--- config.mk ---
export PLATFORM = sky130hd
export DESIGN_NAME = wallace_mac_accum
export DESIGN_NICKNAME = d
export VERILOG_FILES = /design/src/rtl/wallace_pkg.sv /design/src/rtl/wallace_mac_accum_sat_add.sv /design/src/rtl/wallace_mac_accum.sv
export SDC_FILE = /design/constraint.sdc
export NUM_CORES = 1
export LEC_CHECK = 0
export CAP_MARGIN = 20
export CORE_MARGIN = 4
export CORE_UTILIZATION = 40
export DETAILED_ROUTE_END_ITERATION = 6
export HOLD_SLACK_MARGIN = 0.05
export RECOVER_POWER = 25
export SKIP_CTS_REPAIR_TIMING = 1
export SLEW_MARGIN = 5
export SYNTH_ARGS = -nofsm -noshare
export SYNTH_HDL_FRONTEND = slang
export SYNTH_HIERARCHICAL = 1
export SYNTH_SLANG_ARGS = --single-unit
--- constraint.sdc ---
create_clock -name clk -period 3.9 [get_ports clk]
set_clock_uncertainty 0.15 [all_clocks]
set_input_delay 0.39 -clock clk [delete_from_list [all_inputs] [get_ports clk]]
set_output_delay 0.39 -clock clk [all_outputs]
set_load 0.01 [all_outputs]
--- src/rtl/wallace_pkg.sv ---
// Shared widths and FSM encodings for the Wallace multiplier datapath.
// Imported by the accumulator stage and its helpers.
package wallace_pkg;

    localparam int OPERAND_W   = 8;
    localparam int PROD_W      = 2 * OPERAND_W;
    localparam int ACC_W_DEF   = 24;
    localparam int CNT_W_DEF   = 8;

    localparam logic ST_IDLE  = 1'b0;
    localparam logic ST_ACCUM = 1'b1;

    function automatic logic [CNT_W_DEF-1:0] cnt_inc_sat(
        input logic [CNT_W_DEF-1:0] c
    );
        return (&c) ? c : c + 1'b1;
    endfunction

endpackage

--- src/rtl/wallace_mac_accum_sat_add.sv ---
// Unsigned accumulator adder with carry-out flag and optional all-ones clamp.
// Purely combinational so later accumulation stages can reuse it.
module sat_add_u #(
    parameter int ACC_W    = 24,
    parameter int PROD_W   = 16,
    parameter bit SATURATE = 1'b1
) (
    input  logic [ACC_W-1:0]  a,
    input  logic [PROD_W-1:0] b,
    output logic [ACC_W-1:0]  sum,
    output logic              carry
);

    logic [ACC_W:0] s;

    always_comb begin
        s     = {1'b0, a} + {{(ACC_W + 1 - PROD_W){1'b0}}, b};
        carry = s[ACC_W];
        sum   = s[ACC_W-1:0];
        if (SATURATE && s[ACC_W]) begin
            sum = '1;
        end
    end

endmodule

--- src/rtl/wallace_mac_accum.sv ---
// Frame accumulator behind the Wallace multiplier: sums a stream of products
// and presents sum, beat count and overflow in one registered output slot.
module wallace_mac_accum
    import wallace_pkg::*;
#(
    parameter int PROD_W   = wallace_pkg::PROD_W,
    parameter int ACC_W    = ACC_W_DEF,
    parameter int CNT_W    = CNT_W_DEF,
    parameter bit SATURATE = 1'b1
) (
    input  logic              clk,
    input  logic              rst,
    input  logic              in_valid,
    output logic              in_ready,
    input  logic [PROD_W-1:0] in_product,
    input  logic              in_last,
    output logic              out_valid,
    input  logic              out_ready,
    output logic [ACC_W-1:0]  out_sum,
    output logic [CNT_W-1:0]  out_count,
    output logic              out_overflow
);

    logic             state;
    logic             state_next;
    logic [ACC_W-1:0] acc;
    logic [CNT_W-1:0] cnt;
    logic             ovf;

    logic [ACC_W-1:0] acc_next;
    logic [CNT_W-1:0] cnt_next;
    logic             carry;
    logic             accept;

    sat_add_u #(
        .ACC_W    (ACC_W),
        .PROD_W   (PROD_W),
        .SATURATE (SATURATE)
    ) u_add (
        .a     (acc),
        .b     (in_product),
        .sum   (acc_next),
        .carry (carry)
    );

    // Slot can take a new result when empty or being drained this cycle.
    assign in_ready = !out_valid || out_ready;
    assign accept   = in_valid && in_ready;
    assign cnt_next = (&cnt) ? cnt : cnt + 1'b1;

    always_comb begin
        state_next = state;
        if (accept) begin
            unique case (state)
                ST_IDLE:  state_next = in_last ? ST_IDLE : ST_ACCUM;
                ST_ACCUM: state_next = in_last ? ST_IDLE : ST_ACCUM;
                default:  state_next = ST_IDLE;
            endcase
        end
    end

    always_ff @(posedge clk) begin
        if (rst) begin
            state        <= ST_IDLE;
            acc          <= '0;
            cnt          <= '0;
            ovf          <= 1'b0;
            out_valid    <= 1'b0;
            out_sum      <= '0;
            out_count    <= '0;
            out_overflow <= 1'b0;
        end else begin
            state <= state_next;
            if (out_valid && out_ready) begin
                out_valid <= 1'b0;
            end
            if (accept) begin
                if (in_last) begin
                    out_sum      <= acc_next;
                    out_count    <= cnt_next;
                    out_overflow <= ovf | carry;
                    out_valid    <= 1'b1;
                    acc          <= '0;
                    cnt          <= '0;
                    ovf          <= 1'b0;
                end else begin
                    acc <= acc_next;
                    cnt <= cnt_next;
                    ovf <= ovf | carry;
                end
            end
        end
    end

endmodule

# Word level (Yosys, flattened, before mapping)
# Cells that the tools add are included.
dict set report classes {
  addsub 2
  n_mux 8
  n_bitwise 1
  n_reduce_logical 6
}
# operator n
set ops {}
lappend ops {{24-bit 2-to-1 mux} 2}
lappend ops {{24-bit by 16-bit adder with 25-bit output} 1}
lappend ops {{8-bit 2-to-1 mux} 2}
lappend ops {{8-bit by 1-bit adder with 8-bit output (second input constant)} 1}
lappend ops {{8-bit AND reduction} 1}
lappend ops {{1-bit 2-to-1 mux} 4}
lappend ops {{1-bit logical AND} 2}
lappend ops {{2-bit AND reduction} 1}
lappend ops {{1-bit zero test} 1}
lappend ops {{1-bit logical OR} 1}
lappend ops {{1-bit bitwise OR} 1}
dict set report totals {
  regBits 67
  input_bits 21
  out_inout_bits 35
  word_cells 24
}

# Longest topological paths before layout
# Gate-level depths: netlist of run 1.
dict set report depth {
  ltp_word 4
  depth_mapped 11
  ltp_nobuf 10
}

# Cells and area by module
# Netlist of run 1, hierarchy kept.
# module instances cells_per_inst area_each_um2 seq_area_each_um2
set by_module_without_submodules {}
lappend by_module_without_submodules {wallace_mac_accum 1 315 2637.5 1341.3}
lappend by_module_without_submodules {sat_add_u 1 175 1196.1 0.0}

# Worst setup path before layout of run 1
# No wires, ideal clock.
dict set report synth_path {
  path_type {in2reg}
  start {input in_product[0]}
  end {register out_overflow}
  t_arrival_ns 2.310
  slack_ns 1.307
  cell_stages 11
  n_path_buf 1
  path_cell_list {ha_1 -> fa_1 -> nand3_1 -> a211oi_2 -> o21ai_2 -> a31oi_4 -> o21bai_2 -> buf_2 -> inv_1 -> nor3_1 -> nor3_1}
}
dict set report synth_via {
  elab_chain_cells 2
}
# element line_no
set synth_rtl {}
lappend synth_rtl {{start, declared} wallace_mac_accum.sv:15} ;# input logic [PROD_W-1:0] in_product,
lappend synth_rtl {{24-bit by 16-bit adder with 25-bit output} wallace_mac_accum_sat_add.sv:17} ;# s = {1'b0, a} + {{(ACC_W + 1 - PROD_W){1'b0}}, b};
lappend synth_rtl {{net carry} wallace_mac_accum.sv:32} ;# logic carry;
lappend synth_rtl {{1-bit bitwise OR} wallace_mac_accum.sv:81} ;# out_overflow <= ovf | carry;
lappend synth_rtl {{end signal, assigned} wallace_mac_accum.sv:81}
lappend synth_rtl {{end, declared} wallace_mac_accum.sv:21} ;# output logic out_overflow
# The timed path passes the listed nets, and every way through them passes these cells.
# A chain may end at the register's enable or synchronous reset.

# Worst setup path after layout of run 1
dict set report layout_path {
  start {input in_product[0]}
  end {register acc[14]}
}
dict set report layout_via {
  elab_chain_cells 3
}
# element line_no
set layout_rtl {}
lappend layout_rtl {{24-bit by 16-bit adder with 25-bit output} wallace_mac_accum_sat_add.sv:17}
lappend layout_rtl {{24-bit 2-to-1 mux} wallace_mac_accum_sat_add.sv:20} ;# if (SATURATE && s[ACC_W]) begin
lappend layout_rtl {{net acc_next[14]} wallace_mac_accum.sv:30} ;# logic [ACC_W-1:0] acc_next;
lappend layout_rtl {{24-bit 2-to-1 mux} wallace_mac_accum.sv:78} ;# if (in_last) begin
lappend layout_rtl {{end signal, assigned} wallace_mac_accum.sv:87} ;# acc <= acc_next;
lappend layout_rtl {{end, declared} wallace_mac_accum.sv:26} ;# logic [ACC_W-1:0] acc;
# The timed path passes the listed nets, and every way through them passes these cells.

==> metrics.txt, run 1 <==
floorplan die area 11200 sq um; most common cell after layout, fill and taps aside sky130_fd_sc_hd__nand2_1; number of slew-limit violations in the final report 39; wire per inst 14.8 microns; DP Worst Slack 0.374 ns; arrival time of data at the critical path endpoint 3.23 ns; outcome finished, violations left; Critical Path Max Stage Delay 0.47 ns; Die X 106 microns; via count normalized by instance count 5.40; area added between synthesis and finish 22.8%; source-to-sink clock delay at the later pin of the worst-skew pair 0.35 ns; largest net degree at the start of global routing 39; internal portion of total power 1.32 mW; time the worst path needs with I/O delays and setup 3.23 ns; global placement routability congestion 0.902; number of synthesized flops with an enable pin 0; CTS H-tree lvls 3; cell count after synthesis 490; max-cap violation count 1; Synth Net Count 529; leading cell types in the layout, fill and taps excluded 109 x sky130_fd_sc_hd__nand2_1, 77 x sky130_fd_sc_hd__a21oi_1, 67 x sky130_fd_sc_hd__dfxtp_1; Hold Crit Start out_sum[7]$_SDFFE_PP0P_; power density over cell area 378 nW/um^2; endpoints failing setup 0; startpoint of the most critical setup path in_product[0]; count of fill cells added during filler insertion 926; proportion of layout cells with a drive suffix above 1 8.38%; period utilization 82.8%; clk buf depth 2; aggregate global routing overflow 0; Setup WS post-layout 0.669 ns; Buf+Inv Stages, Crit Path 2; critical-path cell with the highest stage delay sky130_fd_sc_hd__o21bai_2; prevailing post-synth register cell sky130_fd_sc_hd__dfxtp_1; net count reported at finish 572; CP startpoint kind input pin; flop and latch count out of synthesis 67; combinational cell fraction of total power 15.9%; CTS tree yes; Min Hold Slack 0.301 ns; number of buffers added by the clock tree synthesis step 9; FP Rows 35; share of total power in sequential cells 40.7%; peak supply drop 0.000160 V; number of global-route vias before repair 3555; unrepaired setup endpoints after global routing false; antenna viol nets, final 0; Max Clk Rate 310 MHz; critical path class input pin to flip-flop; Mean Syn Cell Area 7.82 sq um; number of sinks handled by clock tree synthesis 67; max_slew headroom -8.70%; aggregate global-route resource usage 18.3%; vias 3597; number of hold violations in the final report 0; number of buffers inserted by port buffering 55; starting utilization of the core area 41.3%; core area 9280 sq um; initial antenna violation count 0; unique cell type count in the Yosys netlist 67; transition time of the tightest slew-check pin 1.63 ns; Switching Share 26.0%; ys async rst share 0%; drt drc 0; synthesized area 3830 sq um; starting DRC count in detailed routing 195; CP endpoint kind flip-flop; gate family responsible for the most delay along the worst path compound AO/OA/AOI/OAI gates; Yosys warning count 6; wire length of the first global-routing pass 16800 microns; Worst Hold Class flip-flop to flip-flop; register area share after synthesis 35.0%; sum of negative setup slack 0 ns; I/O Pins 56; detailed-placement wirelength estimate 6950 microns; ANT cells 0; maximum fanout along the worst path 13; violated checks max-capacitance violations, max-slew violations; Worst Path Required 3.90 ns; master cell of the clock root buffer sky130_fd_sc_hd__clkbuf_8; clock input transition at the sequential cells of the worst setup and hold paths 0.07 ns; die extent in y 106 microns; share of power burned in the clock network 43.4%; static leakage power 1.76 nW; Critical Path Most Common Cell sky130_fd_sc_hd__nand3_1; total length of routed wires 9840 microns; Sw Pwr 0.462 mW; CP Cell Sequence clkdlybuf4s50_1, ha_1, fa_1, nand3_1, a211oi_2, o21ai_2, a31oi_4, o21bai_2, buf_4, nand2_1, nand3_1, a21oi_1; startpoint of the worst-slack reg-to-reg timing path acc[0]$_SDFFE_PP0P_; DRT Pass-1 Iters 6
kinds of logic after synthesis:
logic type                 after synthesis  share of synthesized area, %
and+or+nand+nor                        209                          26.1
AOI/OAI and AO/OA                      141                          24.0
DFF                                     67                          35.0
buffers and inverters                   36                          4.34
adders and majority gates               18                          6.07
xor gates and xnor gates                17                          3.88
muxes                                    2                         0.653
cell usage after synthesis (all sizes together) (2+ instances only):
library cell,n,area [sq um]
nand2,110,415
a311oi,4,35.0
o21bai,2,18.8
dfxtp,67,1340
or3,2,12.5
or2,2,12.5
nor4,2,12.5
nor2b,2,12.5
buf,19,103
xor2,6,52.6
o21a,8,60.1
a21oi,78,394
nor2,18,77.6
and2,4,25.0
nand4,6,52.6
ha,17,213
nor3,11,55.1
nand2b,5,31.3
o31ai,2,15.0
and3,5,38.8
a31oi,4,40.0
nand3b,5,37.5
o21ai,10,53.8
o211ai,6,45.0
clkbuf,10,37.5
xnor2,11,96.3
a211oi,8,75.1
nand3,33,175
o31a,3,26.3
inv,6,22.5
o41ai,2,25.0
a21o,4,30.0
state kept, by name (all words and copies together), names as in the netlist:
register      count
out_valid         1
ovf               1
out_overflow      1
out_count         8
acc              24
cnt               8
out_sum          24
through the flow:
step / instance area [sq um] / power, mW / instances / util (%)
2_1_floorplan: 3830 / 0.930 / 490 / -
3_3_place_gp: 4450 / 1.02 / 651 / 47.9
3_5_place_dp: 4450 / 1.03 / 651 / 47.9
4_1_cts: 4710 / 1.80 / 666 / 50.7
5_1_grt: 4710 / 1.86 / 666 / 50.7
6_report: 4710 / 1.78 / 666 / 50.7
layer usage:
layer / vias to the layer above / global-route usage [%] / share of wire [%]
li1: 1833 / - / -
met1: 1670 / 24.6 / 49
met2: 80 / 29.1 / 45
met3: 14 / 3.40 / 3.9
met4: 0 / 7.31 / 1.9
met5: - / 0 / 0
final timing paths:
check        cells past startpoint  slack [ns]                      end
max                             12        0.67     acc[14]$_SDFFE_PP0P_
min                              2        0.30  out_sum[7]$_SDFFE_PP0P_
max reg2reg                     11        0.82     acc[14]$_SDFFE_PP0P_
min reg2reg                      2        0.30  out_sum[7]$_SDFFE_PP0P_
power by group through the flow:
| stage | sequential (mW) | combinational [mW] | clock [mW] |
|---|---|---|---|
| 2_1_floorplan | 0.745 | 0.184 | 0 |
| 3_5_place_dp | 0.740 | 0.285 | 0 |
| 5_1_grt | 0.728 | 0.316 | 0.819 |
| 4_1_cts | 0.725 | 0.287 | 0.793 |
| 3_3_place_gp | 0.740 | 0.283 | 0 |
| 6_report | 0.724 | 0.283 | 0.771 |
area by class of cell:
| type | instances | area (sq um) | area share, % |
|---|---|---|---|
| Multi-Input combinational cell | 387 | 2330 | 49.5 |
| Sequential cell | 67 | 1340 | 28.5 |
| Timing Repair Buffer | 61 | 589 | 12.5 |
| Tap cell | 129 | 161 | 3.43 |
| Clock inverter | 6 | 136 | 2.90 |
| Clock buffer | 9 | 124 | 2.63 |
| Inverter | 7 | 26.3 | 0.558 |
worst register-to-register path, stage by stage (launching register included):
cell and delay, ns:
sky130_fd_sc_hd__dfxtp_1 0.31, sky130_fd_sc_hd__ha_1 0.23, sky130_fd_sc_hd__fa_1 0.43, sky130_fd_sc_hd__nand3_1 0.16, sky130_fd_sc_hd__a211oi_2 0.12, sky130_fd_sc_hd__o21ai_2 0.32, sky130_fd_sc_hd__a31oi_4 0.15, sky130_fd_sc_hd__o21bai_2 0.47
sky130_fd_sc_hd__buf_4 0.29, sky130_fd_sc_hd__nand2_1 0.09, sky130_fd_sc_hd__nand3_1 0.08, sky130_fd_sc_hd__a21oi_1 0.09
Power figures use the tool's default switching activity.
==> inputs of run 2 (changes only) <==
==> constraint.sdc (replaced) <==
create_clock -name clk -period 2.95 [get_ports clk]
set_clock_uncertainty 0.15 [all_clocks]
set_input_delay 0.295 -clock clk [delete_from_list [all_inputs] [get_ports clk]]
set_output_delay 0.295 -clock clk [all_outputs]
set_load 0.01 [all_outputs]
==> run 2 against run 1 <==
  * The run now ends clean
  * First-iteration DRC count shrank 23%
  * Non-clock buffer count grew 13
  * Flip-flop and latch count is the same
  * Critical path depth is the same
  * Clock power grew 14%
  * Power grew 25%
  * Hold slack lost 0.061 ns
  * Setup slack lost 0.32 ns
==> metrics.txt, run 2 (synthesized netlist as in run 1, its figures left out) <==
endpoint of the worst hold-timing path acc[23]$_SDFFE_PP0P_; total length of routed wires 9880 microns; source-to-sink clock delay at the later pin of the worst-skew pair 0.36 ns; largest net degree at the start of global routing 33; registers with the highest flip-flop counts acc: 24 flops, out_sum: 24 flops; Critical Path Max Stage Delay 0.41 ns; max-cap violation count 0; proportion of layout cells with a drive suffix above 1 10.9%; vias 3605; unrepaired setup endpoints after global routing false; critical-path cell with the highest stage delay sky130_fd_sc_hd__clkdlybuf4s50_1; Reg-to-Reg End out_overflow$_SDFFE_PP0P_; overall power consumption 2.22 mW; met2 Resource Use GR 28.9%; reg-to-reg setup timing slack 0.39 ns; number of buffers inserted by port buffering 55; number of slew-limit violations in the final report 0; wire length of the first global-routing pass 16800 microns; I/O Pins 56; number of global-route vias before repair 3474; critical path class input pin to flip-flop; wire per inst 14.5 microns; endpoints failing setup 0; Max Clk Rate 385 MHz; aggregate global routing overflow 0; peak supply drop 0.000205 V; DRT Pass-1 Iters 4; maximum fanout along the worst path 10; number of hold violations in the final report 0; CTS tree yes; CP startpoint kind input pin; aggregate global-route resource usage 18.2%; detailed-placement wirelength estimate 7020 microns; clock input transition at the sequential cells of the worst setup and hold paths 0.09 ns; met1 GRT Util 24.5%; power density over cell area 466 nW/um^2; CP endpoint kind flip-flop; Hold Crit Start rst; outcome completed; floorplan die area 11200 sq um; Critical Path Most Common Cell sky130_fd_sc_hd__nor3_1; r2r worst-path depth 11; global placement routability congestion 0.855; core area 9280 sq um; starting utilization of the core area 41.3%; Die X 106 microns; time the worst path needs with I/O delays and setup 2.60 ns; die extent in y 106 microns; initial antenna violation count 0; transition time of the tightest slew-check pin 0.599 ns; master cell of the clock root buffer sky130_fd_sc_hd__clkbuf_8; antenna viol nets, final 0; max_slew headroom 59.9%; static leakage power 1.81 nW; number of buffers added by the clock tree synthesis step 9; met3 Usage GRT 4.19%; sum of negative setup slack 0 ns; starting DRC count in detailed routing 150; most common cell after layout, fill and taps aside sky130_fd_sc_hd__nand2_1; drt drc 0; FP Rows 35; number of cells on the worst hold path 2; arrival time of data at the critical path endpoint 2.67 ns; ANT cells 0; leading cell types in the layout, fill and taps excluded 109 x sky130_fd_sc_hd__nand2_1, 77 x sky130_fd_sc_hd__a21oi_1, 67 x sky130_fd_sc_hd__dfxtp_1; startpoint of the worst-slack reg-to-reg timing path acc[0]$_SDFFE_PP0P_; CP Cell Sequence clkdlybuf4s50_1, ha_1, fa_1, nand3_1, a211oi_2, o21ai_2, a31oi_4, o21bai_2, buf_4, inv_1, nor3_1, nor3_1; number of sinks handled by clock tree synthesis 67; Worst Hold Class input pin to flip-flop; net count reported at finish 585; area added between synthesis and finish 24.5%; CTS H-tree lvls 3; clk buf depth 2; GR peak layer met2; via count normalized by instance count 5.30; period utilization 88.1%; Worst Path Required 3.02 ns
run 2: through the flow:
step	setup slack [ns]	instances	instance area [sq um]	hold slack, ns	utilization (%)
after floorplan	0.430	490	3830	0.249	-
after global placement	0.0831	664	4550	0.293	49.0
after detailed placement	0.00291	664	4550	0.298	49.0
after CTS	0.385	680	4770	0.242	51.4
after global routing	0.179	680	4770	0.278	51.4
final	0.352	680	4770	0.240	51.4
run 2: worst max-delay path, delay by kind of cell:
kind                     cells  cell delay [ns]
AO/OA/AOI/OAI                4             0.69
adder cells (fa/ha/maj)      2             0.63
buffers and inverters        3             0.68
AND/OR/NAND/NOR              3             0.35
run 2: metal layers:
| metal | vias up | wire length (microns) | share of wire (%) |
|---|---|---|---|
| met4 | 0 | 139 | 1.4 |
| met2 | 67 | 4480 | 45 |
| met1 | 1662 | 4910 | 50 |
| met3 | 12 | 351 | 3.6 |
| li1 | 1864 | - | - |
| met5 | - | 0 | 0 |
run 2: cell type report:
type | instances | area, sq um
Sequential cell | 67 | 1340
Inverter | 7 | 26.3
Clock inverter | 6 | 88.8
Tap cell | 129 | 161
Multi-Input combinational cell | 387 | 2330
Clock buffer | 10 | 138
Fill cell | 946 | 4510
Timing Repair Buffer | 74 | 688
run 2: report_power, final:
group | switching [mW] | internal, mW | total, mW
logic | 0.219 | 0.165 | 0.384
registers | 0.0191 | 0.938 | 0.957
clock network | 0.381 | 0.499 | 0.880
run 2: worst max-delay path by stage:
| stage | slack (ns) | to | startpoint |
|---|---|---|---|
| after floorplan | 0.43 | out_overflow$_SDFFE_PP0P_ | acc[0]$_SDFFE_PP0P_ |
| after global placement | 0.08 | out_overflow$_SDFFE_PP0P_ | in_product[0] |
| after detailed placement | 0.003 | out_overflow$_SDFFE_PP0P_ | in_product[0] |
| after CTS | 0.39 | out_overflow$_SDFFE_PP0P_ | in_product[0] |
| after global routing | 0.18 | acc[22]$_SDFFE_PP0P_ | in_product[0] |
| final | 0.35 | out_overflow$_SDFFE_PP0P_ | in_product[0] |
